### src/rtl/dlx_pkg.sv
// Shared DLX definitions: datapath width, fetch queue entry layout and helpers.
package dlx_pkg;

  localparam int XLEN        = 32;
  localparam int INSTR_BYTES = 4;

  localparam logic [XLEN-1:0] DLX_NOP = 32'h0000_0000;

  typedef struct packed {
    logic [XLEN-1:0] pc;
    logic [XLEN-1:0] instr;
  } fetch_entry_t;

  // Instruction addresses are word aligned; the low two bits are never meaningful.
  function automatic logic [XLEN-1:0] word_align(input logic [XLEN-1:0] addr);
    return {addr[XLEN-1:2], 2'b00};
  endfunction

endpackage

### src/rtl/fetch_fifo.sv
// Synchronous FIFO of fetch entries with flush; head is read straight from storage.
module fetch_fifo
  import dlx_pkg::*;
#(
  parameter int  DEPTH = 4,
  localparam int PW    = (DEPTH > 1) ? $clog2(DEPTH) : 1,
  localparam int CW    = $clog2(DEPTH + 1)
) (
  input  logic         clk,
  input  logic         rst,
  input  logic         push,
  input  fetch_entry_t push_data,
  input  logic         pop,
  input  logic         flush,
  output fetch_entry_t head,
  output logic [CW-1:0] occupancy,
  output logic         full,
  output logic         empty
);

  fetch_entry_t  mem [DEPTH];
  logic [PW-1:0] wr_ptr_q, wr_ptr_d;
  logic [PW-1:0] rd_ptr_q, rd_ptr_d;
  logic [CW-1:0] count_q, count_d;
  logic          do_push, do_pop;

  function automatic logic [PW-1:0] ptr_inc(input logic [PW-1:0] ptr);
    return (ptr == PW'(DEPTH - 1)) ? '0 : ptr + PW'(1);
  endfunction

  assign full      = (count_q == CW'(DEPTH));
  assign empty     = (count_q == '0);
  assign occupancy = count_q;
  assign head      = mem[rd_ptr_q];

  always_comb begin
    do_push  = push && !full;
    do_pop   = pop && !empty;
    wr_ptr_d = do_push ? ptr_inc(wr_ptr_q) : wr_ptr_q;
    rd_ptr_d = do_pop ? ptr_inc(rd_ptr_q) : rd_ptr_q;
    count_d  = count_q + CW'(do_push) - CW'(do_pop);
    // Flush beats any same-cycle push or pop.
    if (flush) begin
      wr_ptr_d = '0;
      rd_ptr_d = '0;
      count_d  = '0;
    end
  end

  always_ff @(posedge clk) begin
    if (rst) begin
      wr_ptr_q <= '0;
      rd_ptr_q <= '0;
      count_q  <= '0;
    end else begin
      wr_ptr_q <= wr_ptr_d;
      rd_ptr_q <= rd_ptr_d;
      count_q  <= count_d;
    end
  end

  always_ff @(posedge clk) begin
    if (do_push && !flush) begin
      mem[wr_ptr_q] <= push_data;
    end
  end

endmodule

### src/rtl/if_prefetch.sv
// DLX instruction-fetch stage: credit-limited in-order fetch into a prefetch queue,
// with redirect flush and discard of wrong-path responses still in flight.
module if_prefetch
  import dlx_pkg::*;
#(
  parameter int          DEPTH     = 4,
  parameter logic [31:0] RESET_PC  = 32'h0000_0000,
  parameter int          MAX_OUTST = 2
) (
  input  logic        clk,
  input  logic        rst,
  output logic        imem_req,
  output logic [31:0] imem_addr,
  input  logic        imem_gnt,
  input  logic        imem_rvalid,
  input  logic [31:0] imem_rdata,
  input  logic        redirect,
  input  logic [31:0] redirect_pc,
  output logic        id_valid,
  output logic [31:0] id_instr,
  output logic [31:0] id_pc,
  output logic [31:0] id_pc_plus4,
  input  logic        id_ready
);

  localparam int QCW = $clog2(DEPTH + 1);
  localparam int OCW = $clog2(MAX_OUTST + 1);

  logic [31:0]     fetch_pc_q, fetch_pc_d;
  logic [OCW-1:0]  drop_q, drop_d;
  logic [OCW-1:0]  outst, outst_next;
  logic            grant, resp;
  logic            q_push, q_pop, q_flush;
  logic            q_full, q_empty, resp_full, resp_empty;
  logic [QCW-1:0]  q_occ;
  fetch_entry_t    q_head, q_push_data, resp_head, resp_push_data;
  logic [XLEN-1:0] resp_instr_unused;

  // The resp_pc FIFO's occupancy is the outstanding-request count.
  fetch_fifo #(.DEPTH(MAX_OUTST)) u_resp_pc (
    .clk       (clk),
    .rst       (rst),
    .push      (grant),
    .push_data (resp_push_data),
    .pop       (resp),
    .flush     (1'b0),
    .head      (resp_head),
    .occupancy (outst),
    .full      (resp_full),
    .empty     (resp_empty)
  );

  fetch_fifo #(.DEPTH(DEPTH)) u_queue (
    .clk       (clk),
    .rst       (rst),
    .push      (q_push),
    .push_data (q_push_data),
    .pop       (q_pop),
    .flush     (q_flush),
    .head      (q_head),
    .occupancy (q_occ),
    .full      (q_full),
    .empty     (q_empty)
  );

  assign resp_instr_unused = resp_head.instr;

  // Every outstanding request already owns a queue slot, so rvalid is never back-pressured.
  assign imem_req  = !rst && !resp_full && !q_full &&
                     ((int'(q_occ) + int'(outst)) < DEPTH);
  assign imem_addr = rst ? RESET_PC : fetch_pc_q;

  always_comb begin
    grant          = imem_req && imem_gnt;
    resp           = imem_rvalid && !resp_empty;
    resp_push_data = '{pc: fetch_pc_q, instr: DLX_NOP};
    q_push_data    = '{pc: resp_head.pc, instr: imem_rdata};
    q_push         = resp && (drop_q == '0) && !redirect;
    q_pop          = id_valid && id_ready;
    q_flush        = redirect;
    outst_next     = outst + OCW'(grant) - OCW'(resp);

    fetch_pc_d = fetch_pc_q;
    if (grant) begin
      fetch_pc_d = fetch_pc_q + XLEN'(INSTR_BYTES);
    end
    drop_d = drop_q;
    if (resp && (drop_q != '0)) begin
      drop_d = drop_q - OCW'(1);
    end
    // Everything still in flight after this cycle, including a grant made now, is wrong-path.
    if (redirect) begin
      fetch_pc_d = word_align(redirect_pc);
      drop_d     = outst_next;
    end
  end

  always_ff @(posedge clk) begin
    if (rst) begin
      fetch_pc_q <= RESET_PC;
      drop_q     <= '0;
    end else begin
      fetch_pc_q <= fetch_pc_d;
      drop_q     <= drop_d;
    end
  end

  assign id_valid    = !rst && !q_empty;
  assign id_instr    = id_valid ? q_head.instr : '0;
  assign id_pc       = id_valid ? q_head.pc : '0;
  assign id_pc_plus4 = id_pc + 32'd4;

endmodule

### config.mk
export PLATFORM = sky130hd
export DESIGN_NAME = if_prefetch
export DESIGN_NICKNAME = d
export VERILOG_FILES = /design/src/rtl/dlx_pkg.sv /design/src/rtl/fetch_fifo.sv /design/src/rtl/if_prefetch.sv
export SDC_FILE = /design/constraint.sdc
export NUM_CORES = 1
export LEC_CHECK = 0
export CORE_MARGIN = 3
export CORE_UTILIZATION = 50
export DETAILED_ROUTE_END_ITERATION = 7
export GPL_ROUTABILITY_DRIVEN = 0
export PLACE_DENSITY = 0.89
export SLEW_MARGIN = 0
export SYNTH_ARGS = -nofsm -noshare
export SYNTH_HDL_FRONTEND = slang
export SYNTH_SLANG_ARGS = --single-unit
### constraint.sdc
create_clock -name clk -period 3.3 [get_ports clk]
set_input_delay 0.495 -clock clk [delete_from_list [all_inputs] [get_ports clk]]
set_output_delay 0.495 -clock clk [all_outputs]
set_load 0.005 [all_outputs]
==> results.md <==
* Status: complete, but fails checks
* Failing checks: setup timing
* Routed vias/inst at 5.87
* Worst-path clk slew at 50 ps
* Number of global-route vias before repair at 9,796
* Worst slew margin at 0.582
* Critical path launch point type: flop
* FF-to-FF path depth at 9
* Max IR drop VDD at 0.349 mV
* Unrepaired setup endpoints after global routing: true
* Slew Viols, Final at 0
* Nets at 1,322
* Detail Placement HPWL at 23,000 um
* FP Rows at 62
* Worst setup EP type: output port
* Worst min path class: flop to flop
* Pleak at 7.13 nW
* IO Port Bufs at 191
* Die Width at 179 um
* Antenna violations before repair at 1
* Most frequent cells in the layout: edfxtp_1 (308), clkdlybuf4s50_1 (162), buf_4 (76)
* Max Clk Rate at 273 MHz
* Final worst slack at -361 ps
* Worst hold start: u_queue.rd_ptr_q[1]
* Post-route ant nets at 0
* Cells after synthesis at 938
* First-pass GRT wire length at 57,700 um
* Worst path arrival time at 3170 ps
* Core area at 0.0291 mm^2
* Number of synthesized flops with an enable pin at 308
* DRC at 0
* CTS Sinks at 354
* Num ports at 200
* Warnings, synthesis at 0
* Overall die height at 179 um
* FF-to-FF Start: u_queue.occupancy[1]
* Drt pass-1 iters at 5
* Worst Path Required at 2800 ps
* DR vias at 9,672
* Top cell type's share of synthesized area at 0.619
* Tmin final at 3660 ps
* Worst-Margin Slew at 625 ps
* Setup TNS at -2330 ps
* Starting Density at 0.513
* Endpoints failing hold at 0
* Tcrit/Tclk final at 1.11
* Worst-path maximum fanout at 5
* Tot GR Track Use at 0.241
* Hold WS at 496 ps
* Ys async rst share at 0
* Synth Register Bits at 354
* Worst skew pair latency at 510 ps
* Synth unique cells at 42
* P&R area growth vs syn at 32.4%
* Pwr dens at 527 mW/mm^2
* MaxCap Viol Count at 0
* Kind of critical path: flop to output port
* Register area share after synthesis at 0.681
* Top_reg_cell synth: edfxtp_1
* Drt total wl at 39,700 um
* Total CTS buffers at 36
* Layout cells sized above 1 at 0.281
* Crit path capture: id_pc_plus4[30]
* Clk root buf: clkbuf_16
* Remaining global-route overflow at 0
* Hold Buf Count CTS at 0
* Max Clock Skew at 18.3 ps
* Routed len/inst at 24.1 um
* Worst R2R Setup Slack at 600 ps
* Cell area after synthesis at 0.0149 mm^2
* Post-synth top area cell: edfxtp_1
* Area contributors post-synth: edfxtp_1 (62%), mux4_2 (7.4%), dfxtp_1 (6.2%)
* Diode count at 0
* Largest net degree at the start of global routing at 67
* Final setup fails at 15
* Total power at 10.4 mW
* Avg Inst Size Synth at 15.9 um^2
* H-tree levels at 2
* Violation count after the first detailed-route iteration at 933
* Longest Clk Path Bufs at 3
* Reg2Reg Capture Point: fetch_pc_q[24]
* Commonest non-fill, non-tap cell in the layout: edfxtp_1
* Die area at 0.0320 mm^2
* TritonCTS clock tree: built
## cells by family (layout without fill, tap and decap cells)
| kind of cell | Yosys count | count (layout) | share of synthesized area |
|---|---|---|---|
| muxes | 104 | 104 | 0.127 |
| buffers and inverters | 86 | 406 | 0.0263 |
| adders and majority gates | 15 | 15 | 0.0131 |
| xor gates and xnor gates | 59 | 59 | 0.0346 |
| other | 1 | 6 | 0.000251 |
| AOI/OAI and AO/OA | 37 | 37 | 0.0168 |
| and+or+nand+nor | 282 | 282 | 0.101 |
| DFF | 354 | 354 | 0.681 |
## state kept, by name, indices dropped and copies added, names as in the netlist, named ones only
name	flops
u_queue.occupancy	3
drop_q	2
u_queue.wr_ptr_q	2
u_queue.rd_ptr_q	2
u_resp_pc.rd_ptr_q	1
u_queue.mem	248
u_resp_pc.occupancy	2
u_resp_pc.wr_ptr_q	1
u_resp_pc.mem	60
fetch_pc_q	30
## final cells by class
type / count / area (um^2)
well taps: 384 / 480
multi-input cells: 503 / 4790
clock inverters: 15 / 149
fillers: 1795 / 9310
inverters: 32 / 120
flip-flops and latches: 354 / 10200
clock buffers: 49 / 981
repair buffers: 310 / 3080
## Yosys cell counts (12+ instances only)
library cell and instances:
edfxtp_1 308, nor2_1 65, and3_1 64, mux4_2 49, dfxtp_1 46, nand2_1 41
xnor2_1 41, clkbuf_1 34, inv_1 31, mux2_2 30, nor2b_1 27, nand3_1 26
xor2_1 18, ha_1 14, mux4_1 13, mux2i_1 12, nor3_1 12
## worst max-delay path, stage by stage (launching register included)
cell,delay [ps]
dfxtp_4,370
mux4_2,350
and3_4,200
ha_4,130
nand4_1,210
nor3_4,330
nand4_2,160
buf_4,180
nor4_4,220
xor2_1,320
buf_2,180
## per-layer routing
layer  share of wire  track usage  vias up
met2            0.50        0.412      600
li1                -            -     4170
met5         0.00028            0        -
met1            0.38        0.312     4797
met4           0.036       0.0844        2
met3           0.084       0.0430      103
## metrics by stage
| stage | instance area [um^2] | util | instances | setup WS (ps) |
|---|---|---|---|---|
| detailed placement | 17800 | 0.610 | 1537 | -190 |
| finish | 19800 | 0.680 | 1647 | -361 |
| global route | 19800 | 0.680 | 1647 | -447 |
| global placement | 17800 | 0.610 | 1537 | -158 |
| floorplan | 15000 | - | 943 | 54.1 |
| CTS | 19500 | 0.672 | 1636 | -220 |
## worst min path at each step
stage                                 to  cells after the start
finish                              flop                      2
CTS                                 flop                      2
floorplan                           flop                      2
detailed placement                  flop                      2
global placement                    flop                      2
global route        u_resp_pc.mem[1][31]                      0
## where the power goes
group | switching, mW | total (mW) | internal (mW)
clock | 1.59 | 3.91 | 2.32
combinational | 0.665 | 1.24 | 0.576
sequential | 0.106 | 5.28 | 5.17
## repair_timing
| item | 4_1_cts | 5_1_grt |
|---|---|---|
| gates cloned | 3 | 2 |
| resized for setup | 171 | 52 |
| buffers inserted | 34 | 13 |
| pin swaps | 31 | 22 |
| endpoints found under the setup margin | 37 | 41 |
Note: power is estimated with default switching activity, not from simulation.
